### src/rtl/tx_pkg.sv
// Shared definitions for the transmit burst shaper: burst FSM states and the
// sample-path latency from accept to shaped output.
package tx_pkg;

  typedef enum logic [2:0] {
    IDLE,
    RAMP_UP,
    ON,
    RAMP_DOWN,
    GUARD
  } tx_state_t;

  localparam int TX_SHAPE_LAT = 2;

  // States in which the transmitter is keyed and samples flow from upstream.
  function automatic logic is_active(tx_state_t s);
    return (s == RAMP_UP) || (s == ON) || (s == RAMP_DOWN);
  endfunction

endpackage

### src/rtl/ramp_scaler.sv
// Signed sample times unsigned gain, arithmetic shift by the ramp exponent.
// Two register stages: product, then shifted/truncated output.
module ramp_scaler #(
  parameter int WIDTH      = 16,
  parameter int RAMP_WIDTH = 8,
  parameter int SHIFT_W    = 3
) (
  input  logic                    clk,
  input  logic                    rst,
  input  logic signed [WIDTH-1:0] din,
  input  logic [RAMP_WIDTH-1:0]   gain,
  input  logic [SHIFT_W-1:0]      shift,
  output logic signed [WIDTH-1:0] dout
);

  localparam int PROD_W = WIDTH + RAMP_WIDTH + 1;

  logic signed [RAMP_WIDTH:0] gain_s;
  logic signed [PROD_W-1:0]   prod;
  logic [SHIFT_W-1:0]         shift_q;

  assign gain_s = {1'b0, gain};

  // The shift travels with its product so a later config change cannot
  // reinterpret a sample already in flight.
  always_ff @(posedge clk) begin
    // NOTE: clocked state uses non-blocking assignments so every register
    // samples the pre-edge value of the others, independent of statement order.
    if (rst) begin
      prod    <= '0;
      shift_q <= '0;
      dout    <= '0;
    end else begin
      prod    <= PROD_W'(din) * PROD_W'(gain_s);
      shift_q <= shift;
      dout    <= WIDTH'(prod >>> shift_q);
    end
  end

endmodule

### src/rtl/tx_burst_shaper.sv
// Burst gate between modulator and DAC: linear gain ramp up/down around each
// burst, followed by a zero-output guard interval.
module tx_burst_shaper
  import tx_pkg::*;
#(
  parameter int WIDTH       = 16,
  parameter int RAMP_WIDTH  = 8,
  parameter int GUARD_WIDTH = 8
) (
  input  logic                    clk,
  input  logic                    rst,
  input  logic [3:0]              TX_RAMP_SHIFT,
  input  logic [GUARD_WIDTH-1:0]  TX_GUARD_LEN,
  input  logic                    tx_en,
  input  logic signed [WIDTH-1:0] I_tdata,
  input  logic signed [WIDTH-1:0] Q_tdata,
  input  logic                    s_tvalid,
  output logic                    s_tready,
  output logic signed [WIDTH-1:0] I_out,
  output logic signed [WIDTH-1:0] Q_out,
  output logic                    out_tvalid,
  output logic                    tx_active,
  output logic                    busy
);

  localparam int SHIFT_W = (RAMP_WIDTH > 1) ? $clog2(RAMP_WIDTH) : 1;
  localparam int K_MAX   = RAMP_WIDTH - 1;

  tx_state_t              state, state_n;
  logic [RAMP_WIDTH-1:0]  gain, gain_n;
  logic [SHIFT_W-1:0]     k_q, k_n, k_sat;
  logic [GUARD_WIDTH-1:0] guard_len, glen_n;
  logic [GUARD_WIDTH-1:0] guard_cnt, gcnt_n;
  logic [GUARD_WIDTH:0]   gcnt_inc;
  logic [RAMP_WIDTH-1:0]  full, gain_inc, gain_dec, scale_gain;
  logic                   scale_valid;
  logic                   accept;
  logic                   active_q;
  logic [TX_SHAPE_LAT-1:0] vld_pipe;

  assign k_sat    = (int'(TX_RAMP_SHIFT) > K_MAX) ? SHIFT_W'(K_MAX) : SHIFT_W'(TX_RAMP_SHIFT);
  assign full     = RAMP_WIDTH'(1) << k_q;
  assign gain_inc = gain + RAMP_WIDTH'(1);
  assign gain_dec = gain - RAMP_WIDTH'(1);
  assign gcnt_inc = {1'b0, guard_cnt} + (GUARD_WIDTH + 1)'(1);
  assign accept   = s_tvalid & s_tready;

  assign s_tready   = active_q;
  assign tx_active  = active_q;
  assign out_tvalid = vld_pipe[TX_SHAPE_LAT-1];

  always_comb begin
    // NOTE: every signal written here is defaulted first, so no branch can
    // leave it holding a value and infer a latch.
    state_n     = state;
    gain_n      = gain;
    k_n         = k_q;
    glen_n      = guard_len;
    gcnt_n      = '0;
    scale_valid = 1'b0;
    scale_gain  = '0;

    case (state)
      IDLE: begin
        scale_valid = 1'b1;
        gain_n      = '0;
        if (tx_en) begin
          state_n = RAMP_UP;
          k_n     = k_sat;
          glen_n  = TX_GUARD_LEN;
        end
      end

      RAMP_UP: begin
        if (accept) begin
          scale_valid = 1'b1;
          scale_gain  = gain_inc;
          gain_n      = gain_inc;
        end
        // Dropping tx_en mid-ramp folds back from the gain reached so far.
        if (!tx_en) begin
          state_n = (gain_n <= RAMP_WIDTH'(1)) ? GUARD : RAMP_DOWN;
        end else if (gain_n == full) begin
          state_n = ON;
        end
      end

      ON: begin
        if (accept) begin
          scale_valid = 1'b1;
          scale_gain  = full;
        end
        if (!tx_en) begin
          state_n = (full <= RAMP_WIDTH'(1)) ? GUARD : RAMP_DOWN;
        end
      end

      RAMP_DOWN: begin
        if (accept) begin
          scale_valid = 1'b1;
          scale_gain  = gain_dec;
          gain_n      = gain_dec;
          if (gain_dec <= RAMP_WIDTH'(1)) begin
            state_n = GUARD;
          end
        end
      end

      GUARD: begin
        scale_valid = 1'b1;
        gcnt_n      = gcnt_inc[GUARD_WIDTH-1:0];
        if (gcnt_inc >= {1'b0, guard_len}) begin
          state_n = IDLE;
        end
      end

      default: state_n = IDLE;
    endcase
  end

  always_ff @(posedge clk) begin
    if (rst) begin
      state     <= IDLE;
      gain      <= '0;
      k_q       <= '0;
      guard_len <= '0;
      guard_cnt <= '0;
      active_q  <= 1'b0;
      busy      <= 1'b0;
      vld_pipe  <= '0;
    end else begin
      state     <= state_n;
      gain      <= gain_n;
      k_q       <= k_n;
      guard_len <= glen_n;
      guard_cnt <= gcnt_n;
      active_q  <= is_active(state_n);
      busy      <= (state_n != IDLE);
      vld_pipe  <= {vld_pipe[TX_SHAPE_LAT-2:0], scale_valid};
    end
  end

  // Idle and guard cycles push gain 0 through the same pipe, giving aligned zero fill.
  ramp_scaler #(
    .WIDTH     (WIDTH),
    .RAMP_WIDTH(RAMP_WIDTH),
    .SHIFT_W   (SHIFT_W)
  ) u_scale_i (
    .clk  (clk),
    .rst  (rst),
    .din  (I_tdata),
    .gain (scale_gain),
    .shift(k_q),
    .dout (I_out)
  );

  ramp_scaler #(
    .WIDTH     (WIDTH),
    .RAMP_WIDTH(RAMP_WIDTH),
    .SHIFT_W   (SHIFT_W)
  ) u_scale_q (
    .clk  (clk),
    .rst  (rst),
    .din  (Q_tdata),
    .gain (scale_gain),
    .shift(k_q),
    .dout (Q_out)
  );

endmodule

### config.mk
export PLATFORM = sky130hd
export DESIGN_NAME = tx_burst_shaper
export DESIGN_NICKNAME = d
export VERILOG_FILES = /design/src/rtl/tx_pkg.sv /design/src/rtl/ramp_scaler.sv /design/src/rtl/tx_burst_shaper.sv
export SDC_FILE = /design/constraint.sdc
export NUM_CORES = 1
export LEC_CHECK = 0
export BUFFER_PORTS_ARGS = -buffer_cell sky130_fd_sc_hd__buf_2
export CAP_MARGIN = 25
export CORE_MARGIN = 3
export CORE_UTILIZATION = 67
export DETAILED_ROUTE_END_ITERATION = 7
export PLACE_DENSITY = 0.93
export SYNTH_ARGS = -nofsm -noshare
export SYNTH_HDL_FRONTEND = slang
export SYNTH_SLANG_ARGS = --single-unit
export TNS_END_PERCENT = 5
### constraint.sdc
create_clock -name clk -period 17.8 [get_ports clk]
set_clock_uncertainty 0.2 [all_clocks]
set_input_delay 3.56 -clock clk [delete_from_list [all_inputs] [get_ports clk]]
set_output_delay 3.56 -clock clk [all_outputs]
set_load 0.02 [all_outputs]
==> out/summary.txt <==
Hold WC Path Type: flop to flop
CP Capture Type: flop
Status: complete, no violations
Post-CTS Setup Bufs: 0
Crit start category: primary input
Commonest non-fill, non-tap cell in the layout: inv_1
Clock tree buffer depth: 2
Total clock sinks: 115
Lkg Pwr: 7.69 nW
Proportion of layout cells with a drive suffix above 1: 0.108
Synth warn: 0
Nets: 2012
Stages on the worst setup path: 24
Slowest stage delay, CP: 0.88 ns
Hold_ws: 0.256 ns
Post-DR vias/cell: 6.07
Register bit total from synthesis: 115
Post_cts resized: 0
Worst endpoint required time: 17.91 ns
Max Clock Freq: 99.6 MHz
PwrDens: 57.2 nW/um^2
Routed wire length: 35.8 mm
PnR Total Power: 900 uW
Min Tclk post-route: 10.04 ns
Post-route cell area: 15700 sq um
ANT cells: 0
RSZ-0062 raised after global routing: no
Worst Hold Path EP: vld_pipe[1]
Die H: 153 microns
Setup_tns: 0 ns
Max-slew violations: 0
Initial Util: 0.685
R2r startpoint: state[1]
Final worst-path cycle share: 0.564
Final std cells w/o fill: 1953
Initial DRC count: 1138
I/O pins: 84
Final ANT Viol Nets: 0
Worst Max-Slew Pin Slew: 1.08 ns
VDD IR max: 0.0633 mV
Ys async rst share: 0
WS Path Type: primary input to flop
Sequential area share after synthesis: 0.159
Synth Instances: 1623
Hold_sp: vld_pipe[0]
Hpwl dp: 25.9 mm
Pre-CTS WS: 7.44 ns
Min-Delay Path Depth: 1
Die ar.: 23400 sq um
Synth-to-Final Area Change: 8.62%
Worst-Skew Late Latency: 0.42 ns
Largest fanout on the critical path: 31
Reg2reg path depth: 22
Syn nets: 1969
First-pass GRT wire length: 60.5 mm
Layout Utilization: 0.744
Root Buffer: clkbuf_16
Vias in the first global route: 12.4k
Syn Area/Cell: 8.93 sq um
Drt first pass iters: 6
Post-synthesis cell type count: 84
Clock transition at path regs: 0.06 ns
Critical R2R Capture: u_scale_i.prod[21]
EDFF count, synth: 0
Reg-to-reg setup timing slack: 10.28 ns
Initial antenna violation count: 0
Port Buffers: 83
Fin. Hold Viols: 0
TritonCTS Buffers: 17
Worst path slowest cell: a21oi_4
GP Congestion: 0.914
DRC errors left: 0
Global route overflow: 0
Top_reg_cell synth: dfxtp_1
CTS tree: done
Mapped cell area: 14500 sq um
WL/cell: 18.3 microns
Slew margin rel.: 0.281
CP most frequent cell: inv_1
CORE AREA: 21200 sq um
Placed insts: 1921
Critical path buffers and inverters: 6
Crit path max-delay family: compound AO/OA/AOI/OAI gates
Die width: 153 microns
Largest net degree at the start of global routing: 80
Most frequent cells in the layout: 278 x inv_1, 194 x fa_1, 158 x nand2_1, 138 x nor2b_1, 113 x dfxtp_1
GRT Util Overall: 0.313
Max-cap viol count: 0
DR vias: 11.8k
Finish-stage setup viols: 0
H-tree depth: 4
# rows: 53
CP cell instances: buf_2 -> nand2_1 -> inv_1 -> nand2_1 -> o221ai_2 -> a21oi_4 -> nor2b_1 -> ha_1 -> inv_1 -> fa_1 -> inv_1 -> fa_1 -> inv_1 -> fa_1 -> inv_1 -> ha_1 -> a2111oi_0 -> o31a_1 -> nor3_1 -> o31ai_1 -> a211oi_1 -> o31ai_1 -> a21boi_0 -> mux2_2
Hold buffers post-CTS: 0
Worst setup margin: 7.76 ns
Cell Area, Placed: 15100 sq um
Arr. time, crit path: 10.15 ns
## kinds of logic after synthesis
logic type,share of synthesized area
and+or+nand+nor,0.197
buffers and inverters,0.0932
adders and majority gates,0.358
AOI/OAI and AO/OA,0.0862
DFF,0.159
muxes,0.0722
xor gates and xnor gates,0.0347
## power by group
part,internal [mW],switching (mW),total (mW)
logic,0.0945,0.136,0.231
registers,0.274,0.0247,0.299
clock network,0.241,0.129,0.370
total,0.610,0.290,0.900
## final cells by class
class                   count  area [sq um]
repair buffers             94           541
inverters                 279          1050
clock buffers              19           453
flip-flops and latches    115          2300
clock inverters            12           181
fillers                  1385          5410
multi-input cells        1159         10900
well taps                 275           344
## registers in the layout (all words and copies together) (netlist names), 2 cells and up
| name | flops |
|---|---|
| vld_pipe | 2 |
| u_scale_i.dout | 16 |
| u_scale_i.prod | 23 |
| u_scale_q.prod | 23 |
| guard_cnt | 8 |
| k_q | 3 |
| u_scale_i.shift_q | 3 |
| u_scale_q.dout | 16 |
| gain | 8 |
| guard_len | 8 |
| state | 3 |
## per-layer routing
layer | routed length (microns) | part of all wire | GRT usage
met5 | 0 | 0 | 0
met4 | 1330 | 0.037 | 0.124
met3 | 3080 | 0.086 | 0.0606
met2 | 17600 | 0.49 | 0.523
met1 | 13900 | 0.39 | 0.404
## how the worst max path moves through the flow
stage / slack (ns) / startpoint / endpoint
2_1_floorplan: 8.33 / s_tvalid / u_scale_i.prod[21]
3_3_place_gp: 7.72 / s_tvalid / u_scale_i.prod[21]
3_5_place_dp: 7.44 / s_tvalid / u_scale_i.prod[21]
4_1_cts: 7.82 / s_tvalid / u_scale_i.prod[21]
5_1_grt: 7.32 / s_tvalid / u_scale_i.prod[21]
6_report: 7.76 / s_tvalid / u_scale_i.prod[21]
## synth_stat cells (all sizes together) (3+ instances only)
master  number  area (sq um)
mux2i       45           450
clkbuf      49           188
nand2b      22           138
nor2b      138           863
a22oi        3          22.5
or3          6          37.5
and2        42           263
and3        13          86.3
a31oi        6          37.5
a32oi        4          35.0
o21ai       31           155
nand2      158           593
buf         21           116
inv        279          1050
ha         104          1300
a21o        11          82.6
a211oi      14           105
a21oi       52           272
nand4        4          25.0
nand3       31           160
xor2        25           226
or2          3          18.8
fa         194          3880
o32ai        3          26.3
nor3        26           141
a221o        4          41.3
xnor2       29           254
and3b        3          26.3
a221oi       3          26.3
nand3b       4          33.8
dfxtp      115          2300
a21boi       4          30.0
o221ai       6          58.8
mux4        26           586
o31ai        8          60.1
nor2        92           353
o211ai       6          45.0
o21bai       4          30.0
No activity file was read; power rests on OpenSTA's default activity.
